<file path="config.mk">
export PLATFORM = sky130hd
export DESIGN_NAME = csr_init_sequencer_flat
export DESIGN_NICKNAME = d
export VERILOG_FILES = /design/src/rtl/csr_init_sequencer_pkg.sv /design/src/rtl/csr_init_sequencer_if.sv /design/src/rtl/csr_init_sequencer.sv /design/src/flat_wrapper.sv
export SDC_FILE = /design/constraint.sdc
export NUM_CORES = 1
export LEC_CHECK = 0
export ABC_CLOCK_PERIOD_IN_PS = 3810
export CORE_MARGIN = 2
export CORE_UTILIZATION = 50
export CTS_BUF_LIST = sky130_fd_sc_hd__clkbuf_8
export DETAILED_ROUTE_END_ITERATION = 16
export GPL_ROUTABILITY_DRIVEN = 0
export PLACE_DENSITY = 0.79
export SLEW_MARGIN = 0
export SYNTH_ARGS = -nofsm -noshare
export SYNTH_HDL_FRONTEND = slang
export SYNTH_SLANG_ARGS = --single-unit
</file>
<file path="constraint.sdc">
create_clock -name iSysClk -period 3.81 [get_ports iSysClk]
set_clock_uncertainty 0.15 [all_clocks]
set_input_delay 0.5715 -clock iSysClk [delete_from_list [all_inputs] [get_ports iSysClk]]
set_output_delay 0.5715 -clock iSysClk [all_outputs]
set_load 0.01 [all_outputs]
</file>
<file path="src/rtl/csr_init_sequencer_pkg.sv">
`default_nettype none
// ============================================================================
//  Module      : csr_init_sequencer_pkg
//  Description : Shared types and constants for the CSR init sequencer.
//                It holds the sequencer state encoding, the two reserved
//                table addresses (end marker and delay entry), and the field
//                layout of a 48-bit table entry.
//  Revision    : 1.0 - initial release
// ============================================================================
package csr_init_sequencer_pkg;

    typedef enum logic [2:0] {
        ST_IDLE   = 3'd0,
        ST_FETCH  = 3'd1,
        ST_DECODE = 3'd2,
        ST_WRITE  = 3'd3,
        ST_GAP    = 3'd4,
        ST_DELAY  = 3'd5,
        ST_DONE   = 3'd6
    } seqState_t;

    // Reserved table addresses
    localparam logic [15:0] cEndMarker   = 16'hFFFE;
    localparam logic [15:0] cDelayMarker = 16'hFFFF;

    // Table entry layout: [47:32] CSR address, [31:0] CSR data
    localparam int cEntryBit = 48;
    localparam int cAdrsMsb  = 47;
    localparam int cAdrsLsb  = 32;
    localparam int cDataMsb  = 31;
    localparam int cDataLsb  = 0;

    function automatic logic [15:0] entryAdrs(input logic [cEntryBit-1:0] entry);
        return entry[cAdrsMsb:cAdrsLsb];
    endfunction

    function automatic logic [31:0] entryData(input logic [cEntryBit-1:0] entry);
        return entry[cDataMsb:cDataLsb];
    endfunction

endpackage : csr_init_sequencer_pkg
`default_nettype wire

</file>
<file path="src/rtl/csr_init_sequencer_if.sv">
`default_nettype none
// ============================================================================
//  Module      : csr_init_sequencer_if
//  Description : Bus bundle between the CSR init sequencer and its
//                surroundings: the table read port (index out, entry back one
//                cycle later) and the USI CSR write port toward the I2C block.
//                  oTblAdrs   table read index
//                  iTblData   48-bit table entry, valid one cycle after index
//                  oSUsiWd    CSR write data
//                  oSUsiAdrs  CSR address
//                  oSUsiWCke  one-cycle CSR write strobe
//                master: the sequencer side; slave: table ROM / CSR target side.
//  Revision    : 1.0 - initial release
// ============================================================================
interface csr_init_sequencer_if
    import csr_init_sequencer_pkg::*;
#(
    parameter int pTblAdrsBit = 5,
    parameter int pBusAdrsBit = 15
) ();

    logic [pTblAdrsBit-1:0] oTblAdrs;
    logic [cEntryBit-1:0]   iTblData;
    logic [31:0]            oSUsiWd;
    logic [pBusAdrsBit:0]   oSUsiAdrs;
    logic                   oSUsiWCke;

    modport master (
        output oTblAdrs,
        input  iTblData,
        output oSUsiWd,
        output oSUsiAdrs,
        output oSUsiWCke
    );

    modport slave (
        input  oTblAdrs,
        output iTblData,
        input  oSUsiWd,
        input  oSUsiAdrs,
        input  oSUsiWCke
    );

endinterface : csr_init_sequencer_if
`default_nettype wire

</file>
<file path="src/rtl/csr_init_sequencer.sv">
`default_nettype none
// ============================================================================
//  Module      : csr_init_sequencer
//  Description : Walks a table of {address, data} entries and issues one USI
//                CSR write per entry, with an idle gap after every write.
//                Address 16'hFFFE ends the run, 16'hFFFF inserts a wait of
//                <data> cycles. Running off the last table index without an
//                end marker raises the sticky oErr and ends the run.
//                The table itself (a 1-cycle-latency ROM) lives alongside
//                this block at the I2C block level and is reached through
//                the bus interface.
//  Ports       : iSysClk   clock, rising edge
//                iSysRst   asynchronous reset, active low
//                iStart    one-cycle request to run the table from entry 0
//                iAbort    stop the sequence on the next edge
//                bus       table read port + USI CSR write port (master)
//                oBusy     sequence in progress
//                oDone     one-cycle pulse on normal completion / overrun
//                oErr      sticky overrun flag, cleared by an accepted iStart
//  Revision    : 1.0 - initial release
// ============================================================================
module csr_init_sequencer
    import csr_init_sequencer_pkg::*;
#(
    parameter int pTblAdrsBit = 5,
    parameter int pGapCycle   = 4,
    parameter int pBusAdrsBit = 15      // must not exceed 15 (16-bit entry address)
) (
    input  logic                 iSysClk,
    input  logic                 iSysRst,
    input  logic                 iStart,
    input  logic                 iAbort,
    csr_init_sequencer_if.master bus,
    output logic                 oBusy,
    output logic                 oDone,
    output logic                 oErr
);

    localparam logic [pTblAdrsBit-1:0] cTblLast = '1;
    localparam logic [pTblAdrsBit-1:0] cTblOne  = {{(pTblAdrsBit-1){1'b0}}, 1'b1};
    localparam bit                     cNoGap   = (pGapCycle == 0);
    // Counter runs down to zero, so a gap of N cycles loads N-1
    localparam logic [31:0]            cGapLoad = (pGapCycle > 0) ? 32'(pGapCycle - 1) : 32'd0;

    seqState_t              rState;
    seqState_t              wNextState;

    logic [pTblAdrsBit-1:0] rTblAdrs;
    logic [31:0]            rCnt;
    logic [pBusAdrsBit:0]   rUsiAdrs;
    logic [31:0]            rUsiWd;
    logic                   rErr;

    logic [15:0]            wEntryAdrs;
    logic [31:0]            wEntryData;
    logic [31:0]            wDelayLoad;
    logic                   wLastEntry;

    logic                   wAccept;     // iStart taken in IDLE
    logic                   wLatchWrite; // capture CSR address/data in DECODE
    logic                   wLoadGap;
    logic                   wLoadDelay;
    logic                   wStepEntry;  // current entry finished, move on

    assign wEntryAdrs = entryAdrs(bus.iTblData);
    assign wEntryData = entryData(bus.iTblData);
    // A zero-length delay still spends one cycle in DELAY
    assign wDelayLoad = (wEntryData == 32'd0) ? 32'd0 : (wEntryData - 32'd1);
    assign wLastEntry = (rTblAdrs == cTblLast);

    // ------------------------------------------------------------------
    // Next-state and control decode
    // ------------------------------------------------------------------
    always_comb begin
        wNextState  = rState;
        wAccept     = 1'b0;
        wLatchWrite = 1'b0;
        wLoadGap    = 1'b0;
        wLoadDelay  = 1'b0;
        wStepEntry  = 1'b0;

        if (iAbort) begin
            wNextState = ST_IDLE;
        end else begin
            case (rState)
                ST_IDLE: begin
                    if (iStart) begin
                        wAccept    = 1'b1;
                        wNextState = ST_FETCH;
                    end
                end
                // Table read is in flight; entry is visible in DECODE
                ST_FETCH:  wNextState = ST_DECODE;
                ST_DECODE: begin
                    if (wEntryAdrs == cEndMarker) begin
                        wNextState = ST_DONE;
                    end else if (wEntryAdrs == cDelayMarker) begin
                        wLoadDelay = 1'b1;
                        wNextState = ST_DELAY;
                    end else begin
                        wLatchWrite = 1'b1;
                        wNextState  = ST_WRITE;
                    end
                end
                ST_WRITE: begin
                    if (cNoGap) begin
                        wStepEntry = 1'b1;
                    end else begin
                        wLoadGap   = 1'b1;
                        wNextState = ST_GAP;
                    end
                end
                ST_GAP:   wStepEntry = (rCnt == 32'd0);
                ST_DELAY: wStepEntry = (rCnt == 32'd0);
                ST_DONE:  wNextState = ST_IDLE;
                default:  wNextState = ST_IDLE;
            endcase

            // Leaving an entry: either fetch the next one or, past the last
            // index, stop with an overrun instead of wrapping to 0.
            if (wStepEntry) begin
                wNextState = wLastEntry ? ST_DONE : ST_FETCH;
            end
        end
    end

    // ------------------------------------------------------------------
    // State register
    // ------------------------------------------------------------------
    always_ff @(posedge iSysClk or negedge iSysRst) begin
        if (!iSysRst) begin
            rState <= ST_IDLE;
        end else begin
            rState <= wNextState;
        end
    end

    // ------------------------------------------------------------------
    // Datapath: table index, shared gap/delay counter, CSR holding regs
    // ------------------------------------------------------------------
    always_ff @(posedge iSysClk or negedge iSysRst) begin
        if (!iSysRst) begin
            rTblAdrs <= '0;
            rCnt     <= 32'd0;
            rUsiAdrs <= '0;
            rUsiWd   <= 32'd0;
            rErr     <= 1'b0;
        end else begin
            if (wAccept) begin
                rTblAdrs <= '0;
                rErr     <= 1'b0;
            end else if (wStepEntry && !wLastEntry) begin
                rTblAdrs <= rTblAdrs + cTblOne;
            end

            if (wStepEntry && wLastEntry) begin
                rErr <= 1'b1;
            end

            if (wLatchWrite) begin
                rUsiAdrs <= wEntryAdrs[pBusAdrsBit:0];
                rUsiWd   <= wEntryData;
            end

            if (wLoadGap) begin
                rCnt <= cGapLoad;
            end else if (wLoadDelay) begin
                rCnt <= wDelayLoad;
            end else if (((rState == ST_GAP) || (rState == ST_DELAY)) && (rCnt != 32'd0)) begin
                rCnt <= rCnt - 32'd1;
            end
        end
    end

    // ------------------------------------------------------------------
    // Outputs
    // ------------------------------------------------------------------
    assign bus.oTblAdrs  = rTblAdrs;
    assign bus.oSUsiAdrs = rUsiAdrs;
    assign bus.oSUsiWd   = rUsiWd;
    assign bus.oSUsiWCke = (rState == ST_WRITE);
    assign oBusy         = (rState != ST_IDLE);
    assign oDone         = (rState == ST_DONE);
    assign oErr          = rErr;

endmodule : csr_init_sequencer
`default_nettype wire

</file>
<file path="src/flat_wrapper.sv">
// flat-port wrapper written by rule: the top's interface ports become plain ports
module csr_init_sequencer_flat import csr_init_sequencer_pkg::*;
#(
    parameter int pTblAdrsBit = 5,
    parameter int pGapCycle   = 4,
    parameter int pBusAdrsBit = 15                                                  
)
  (iSysClk, iSysRst, iStart, iAbort, oBusy, oDone, oErr, bus_oTblAdrs, bus_iTblData, bus_oSUsiWd, bus_oSUsiAdrs, bus_oSUsiWCke);
  csr_init_sequencer_if #(.pTblAdrsBit(pTblAdrsBit), .pBusAdrsBit(pBusAdrsBit)) bus_i ();
  input  logic iSysClk;
  input  logic iSysRst;
  input  logic iStart;
  input  logic iAbort;
  output logic oBusy;
  output logic oDone;
  output logic oErr;
  output wire logic [$bits(bus_i.oTblAdrs)-1:0] bus_oTblAdrs;
  input wire logic [$bits(bus_i.iTblData)-1:0] bus_iTblData;
  output wire logic [$bits(bus_i.oSUsiWd)-1:0] bus_oSUsiWd;
  output wire logic [$bits(bus_i.oSUsiAdrs)-1:0] bus_oSUsiAdrs;
  output wire logic [$bits(bus_i.oSUsiWCke)-1:0] bus_oSUsiWCke;
  assign bus_oTblAdrs = bus_i.oTblAdrs;
  assign bus_i.iTblData = bus_iTblData;
  assign bus_oSUsiWd = bus_i.oSUsiWd;
  assign bus_oSUsiAdrs = bus_i.oSUsiAdrs;
  assign bus_oSUsiWCke = bus_i.oSUsiWCke;
  csr_init_sequencer #(.pTblAdrsBit(pTblAdrsBit), .pGapCycle(pGapCycle), .pBusAdrsBit(pBusAdrsBit)) u_core (.iSysClk(iSysClk), .iSysRst(iSysRst), .iStart(iStart), .iAbort(iAbort), .bus(bus_i), .oBusy(oBusy), .oDone(oDone), .oErr(oErr));
endmodule
</file>
Word-level counts from Yosys, hierarchy flattened
Index checks and enable logic that the tools add are counted.
{ "totals": {"register_bits": 89, "latch_bits": 0, "mem_bits_rw": 0, "rom_bits": 0, "wordCells": 66, "n_memories": 0} }
{ "op_classes": {"addsub": 3, "mul": 0, "n_div": 0, "magnitude_cmp": 0, "n_eq_ne": 11, "shifts": 0, "muxes": 31, "n_bitwise": 0, "reduce_logical": 15} }
{ "op_table": {"columns": ["cell", "n"], "rows": [
  ["$mux 32", 4],
  ["$logic_not 32->1", 2],
  ["$sub 32x1->32 const B", 2],
  ["$eq 16x16->1 const B", 2],
  ["$reduce_bool 32->1", 1],
  ["$mux 1", 18],
  ["$mux 3", 6],
  ["$pmux 3 s5", 1],
  ["$mux 5", 2],
  ["$eq 3x3->1 const B", 3],
  ["$eq 3x2->1 const B", 2],
  ["$reduce_bool 3->1", 2],
  ["$add 5x1->5 const B", 1],
  ["$eq 5x5->1 const B", 1],
  ["$ne 4x3->1 const B", 1],
  ["$reduce_bool 2->1", 2],
  ["$eq 3x1->1 const B", 1],
  ["$logic_and 1x1->1", 3],
  ["$logic_not 3->1", 1],
  ["$ne 3x1->1 const B", 1],
  ["$reduce_and 2->1", 1],
  ["$reduce_or 2->1", 1],
  ["$logic_not 1->1", 1],
  ["$logic_or 1x1->1", 1]
]} }

Logic depth before layout (Yosys ltp)
{ "depth": {"ltp_word": 8, "mapped_depth": 9, "mapped_depth_nobuf": 8} }

Worst setup path before layout
OpenSTA, ideal clock, no wires.
{ "synth_path": {"path_type": "input to register", "startpoint": "input port bus_iTblData[0]", "endpoint": "register u_core.rCnt[16]", "setup_time_ns": 0.131, "arrival_ns": 2.667, "required_time_ns": 3.529, "path_slack_ns": 0.862, "path_stages": 9, "path_buffers": 1, "path_cell_list": "inv_1 -> ha_1 -> nor4b_1 -> nand4_1 -> or2_0 -> clkbuf_1 -> o21ai_2 -> nor2_1 -> or3_1"} }
{ "synth_via": {"elab_chain_len": 4, "word_cells_on_any_way": 5} }
{ "synth_rtl": {"columns": ["item", "line_no", "source"], "rows": [
  ["from (decl)", "flat_wrapper.sv:18", "input wire logic [$bits(bus_i.iTblData)-1:0] bus_iTblData;"],
  ["$sub 32x1->32 / $logic_not 32->1 (equally long branches)", "csr_init_sequencer.sv:68", "assign wDelayLoad = (wEntryData == 32'd0) ? 32'd0 : (wEntryData - 32'd1);"],
  ["$mux 32 *", "csr_init_sequencer.sv:68", null],
  ["$mux 32 *", "csr_init_sequencer.sv:167", "end else if (wLoadDelay) begin"],
  ["$mux 32 *", "csr_init_sequencer.sv:165", "if (wLoadGap) begin"],
  ["to (signal assigned)", "csr_init_sequencer.sv:166", "rCnt <= cGapLoad;"],
  ["to (signal assigned)", "csr_init_sequencer.sv:168", "rCnt <= wDelayLoad;"],
  ["to (signal assigned)", "csr_init_sequencer.sv:170", "rCnt <= rCnt - 32'd1;"],
  ["to (decl)", "csr_init_sequencer.sv:49", "logic [31:0] rCnt;"]
]} }
Mark *: on every way between the ends. The rest lies on a longest branch, timed or not.
A chain may end at the register's enable or synchronous reset.

Worst setup path in the final report
{ "layout_path": {"startpoint": "input port bus_iTblData[16]", "endpoint": "register u_core.rCnt[6]"} }
{ "layout_via": {"elab_chain_len": 4} }
{ "layout_rtl": {"columns": ["item", "line_no"], "rows": [
  ["$logic_not 32->1", "csr_init_sequencer.sv:68"],
  ["$mux 32", "csr_init_sequencer.sv:68"],
  ["$mux 32", "csr_init_sequencer.sv:167"],
  ["$mux 32", "csr_init_sequencer.sv:165"]
]} }
No other way between the ends.

==> results.py <==
metrics = {
    "yosys": {
        "synth-simple-area-share_pct": 22.78,
        "syn_area_mm2": 0.005036,
        "muxShareOfSynthArea_pct": 12.75,
        "synth_compound_area_share_pct": 12.45,
        "synth_top_family_by_area": "simple AND/OR/NAND/NOR gates",
        "synthDistinctLibCells": 64,
        "syn_inst": 500,
        "synth_edf_count": 0,
        "async_flop_share_pct": 100.0,
        "synth_seq_area_share_pct": 44.22,
        "syn_nets": 557,
        "synthAdderAreaFrac_pct": 1.242,
        "ys.warnings.count": 0,
        "ys.flop_type": "dfrtp_1",
        "syn_area_per_cell_um2": 10.07,
        "ys_ff_latch": 89,
        "synthXorXnorAreaFrac_pct": 4.000,
    },
    "setup_path": {
        "critPathKind": "in -> reg",
        "start_kind": "input pin",
        "reg2reg_setup_slack_ps": 560,
        "cp_cell_sequence": "clkdlybuf4s50_1 -> or4_1 -> or4b_1 -> or2_0 -> o21ai_2 -> buf_4 -> o32a_1 -> nand2_1",
        "cp_slowest_cell": "or4_1",
        "cpPeakStageDelay_ps": 580,
        "cp_data_required_time_ps": 3920,
        "end_kind": "register",
        "worstPathArrival_ps": 3450,
        "path_max_fanout": 11,
    },
    "worst_hold_path": {
        "hp-class": "reg -> reg",
    },
    "floorplanning": {
        "start_util_pct": 51.52,
        "fp.dieH_um": 104.4,
        "rows": 36,
        "die_w_um": 104.4,
        "io-pin-count": 109,
        "core_mm2": 0.009774,
        "die_area_mm2": 0.01089,
    },
    "timing": {
        "hold_violations": 0,
        "fin_crit_ps": 3335,
        "whs_ps": 338.8,
        "fmax_mhz": 299.9,
        "timing.final.setup_violations": 0,
        "rsz0062_at_grt": "false",
        "tightest_slew_ps": 711.0,
        "period_share_pct": 87.53,
        "slew-limit-headroom_pct": 52.60,
        "drv_slew": 0,
        "timing.setup.tns_ps": 0,
    },
    "global_routing": {
        "overflow": 0,
        "grt_max_degree": 43,
        "grt_util_all_layers_pct": 24.76,
        "grt_pass1_wl_um": 21980,
        "antenna_found_initial": 0,
        "grt_pass1_vias": 4458,
    },
    "clock_network": {
        "path_clk_slew_ps": 90,
        "cts_hold_buf": 1,
        "insertion_delay_ps": 370,
        "clock-root-buffer": "clkbuf_8",
        "cts_setup_buffers": 0,
        "clock_sinks": 89,
        "cts-buffers-inserted": 9,
        "h-tree-depth": 3,
        "clock_path_buffers": 2,
        "cts-resized-gates": 0,
        "cts_tree": "built",
    },
    "outcome": {
        "status": "complete, no violations",
    },
    "power": {
        "power_mw": 3.823,
        "leakagePower_nw": 2.630,
        "p_per_area_mw_per_mm2": 583.9,
        "irDropWorstVdd_v": 0.0003708,
    },
    "placed_design": {
        "dpl.hpwl_um": 9813,
        "dp.cells": 735,
        "port_buffers": 108,
    },
    "routing": {
        "first_pass_iters": 5,
        "drtAntennaViolNets": 0,
        "drcViolationCount": 0,
        "drt-wirelength-per-cell_um": 17.39,
        "drtIter0Drc": 288,
        "wirelength_um": 13080,
        "viasPerCell": 5.931,
        "vias": 4460,
    },
    "final_layout": {
        "area_delta_synth_final_pct": 30.01,
        "n_fill_cell": 777,
        "final_util_pct": 66.99,
        "layout-drive-gt1-share_pct": 15.35,
        "num-nets-final": 671,
        "diodes": 0,
        "fin_cells": 752,
    },
    "flow_run": {
        "drv_cap": 0,
    },
}
[critical path, delay by kind of cell]
kind / cells / cell delay (ps)
simple gates: 4 / 1530
buf+inv: 2 / 680
compound gates: 2 / 650
[kinds of logic after synthesis]
group           Yosys count
buf+inv                  31
compound gates           87
fa+ha+maj                 5
xor+xnor                 23
simple gates            207
mux                      58
flops                    89
[sequential cells by signal (all words and copies together), names as in the netlist]
name,flops
u_core.oErr,1
u_core.bus.oSUsiWd,32
u_core.rCnt,32
u_core.bus.oTblAdrs,5
u_core.bus.oSUsiAdrs,16
u_core.rState,3
[layer usage]
layer  vias up  global-route usage [%]  share of wire, %
li1       2100                       -                 -
met1      2157                   31.71                43
met2       164                   39.50                48
met3        39                   6.078               6.1
met4         0                   11.49               3.3
met5         -                       0                 0
[power breakdown]
group          internal (mW)  leakage [nW]  switching (mW)  total [mW]
logic                  0.889          1.40           0.637        1.53
clock network          0.384         0.117           0.344       0.728
registers               1.31          1.11           0.259        1.57
total                   2.58          2.63            1.24        3.82
[Yosys cell counts (all sizes together), types with 3 or more instances]
| cell | number | area share, % |
|---|---|---|
| dfrtp | 89 | 44 |
| mux2 | 49 | 11 |
| nand2 | 39 | 2.9 |
| nor2 | 30 | 2.2 |
| o21ai | 27 | 3.0 |
| nor4 | 24 | 3.1 |
| or3 | 23 | 2.9 |
| nor3 | 22 | 2.3 |
| xnor2 | 20 | 3.5 |
| clkbuf | 18 | 1.3 |
| a21oi | 13 | 1.3 |
| o211ai | 13 | 2.3 |
| nand2b | 11 | 1.4 |
| inv | 10 | 0.75 |
| mux2i | 9 | 1.8 |
| nand3 | 9 | 0.89 |
| nand4 | 9 | 1.1 |
| and2 | 8 | 0.99 |
| or4 | 6 | 1.0 |
| and3 | 5 | 0.62 |
| ha | 5 | 1.2 |
| nor4b | 5 | 0.87 |
| buf | 3 | 0.47 |
| nor2b | 3 | 0.37 |
| o211a | 3 | 0.60 |
| o311a | 3 | 0.60 |
| o311ai | 3 | 0.52 |
| o32a | 3 | 0.60 |
| or2 | 3 | 0.37 |
| or4b | 3 | 0.60 |
| xor2 | 3 | 0.52 |
[cell type report]
type | instances | area [um^2] | share of cell area, %
multi-input combinational | 380 | 2683 | 40.97
sequential | 89 | 2227 | 34.01
timing repair buffer | 124 | 1214 | 18.54
tap | 133 | 166.4 | 2.542
clock buffer | 10 | 137.6 | 2.102
clock inverter | 6 | 82.58 | 1.261
inverter | 10 | 37.54 | 0.5733
[placed cells by master, fill, tap and decap left out, drive strengths merged, types with 13 or more instances in the layout]
| master | instances |
|---|---|
| xnor2 | 20 |
| nor3 | 22 |
| o21ai | 27 |
| dfrtp | 89 |
| nor2 | 30 |
| o211ai | 13 |
| or3 | 23 |
| a21oi | 13 |
| mux2 | 49 |
| nor4 | 24 |
| nand2 | 39 |
| clkdlybuf4s50 | 107 |
| buf | 16 |
[stage by stage]
step	area (um^2)	setup WS, ps
detailed placement	6317	114.4
global placement	6317	231.4
CTS	6548	507.1
global route	6548	345.5
finish	6548	475.3
floorplan	5036	861.7
[worst paths after layout]
path | start | to | cells past startpoint
setup / recovery | bus_iTblData[16] | u_core.rCnt[6]$_DFFE_PN0P_ | 8
hold / removal | u_core.bus.oSUsiWd[4]$_DFFE_PN0P_ | u_core.bus.oSUsiWd[4]$_DFFE_PN0P_ | 2
setup reg to reg | u_core.rCnt[24]$_DFFE_PN0P_ | u_core.rCnt[3]$_DFFE_PN0P_ | 6
hold reg to reg | u_core.bus.oSUsiWd[4]$_DFFE_PN0P_ | u_core.bus.oSUsiWd[4]$_DFFE_PN0P_ | 2
max in group asynchronous | iSysRst | u_core.bus.oSUsiWd[18]$_DFFE_PN0P_ | 3
min in group asynchronous | iSysRst | u_core.rState[0]$_DFFE_PN0P_ | 2
No activity file was read; power rests on OpenSTA's default activity.
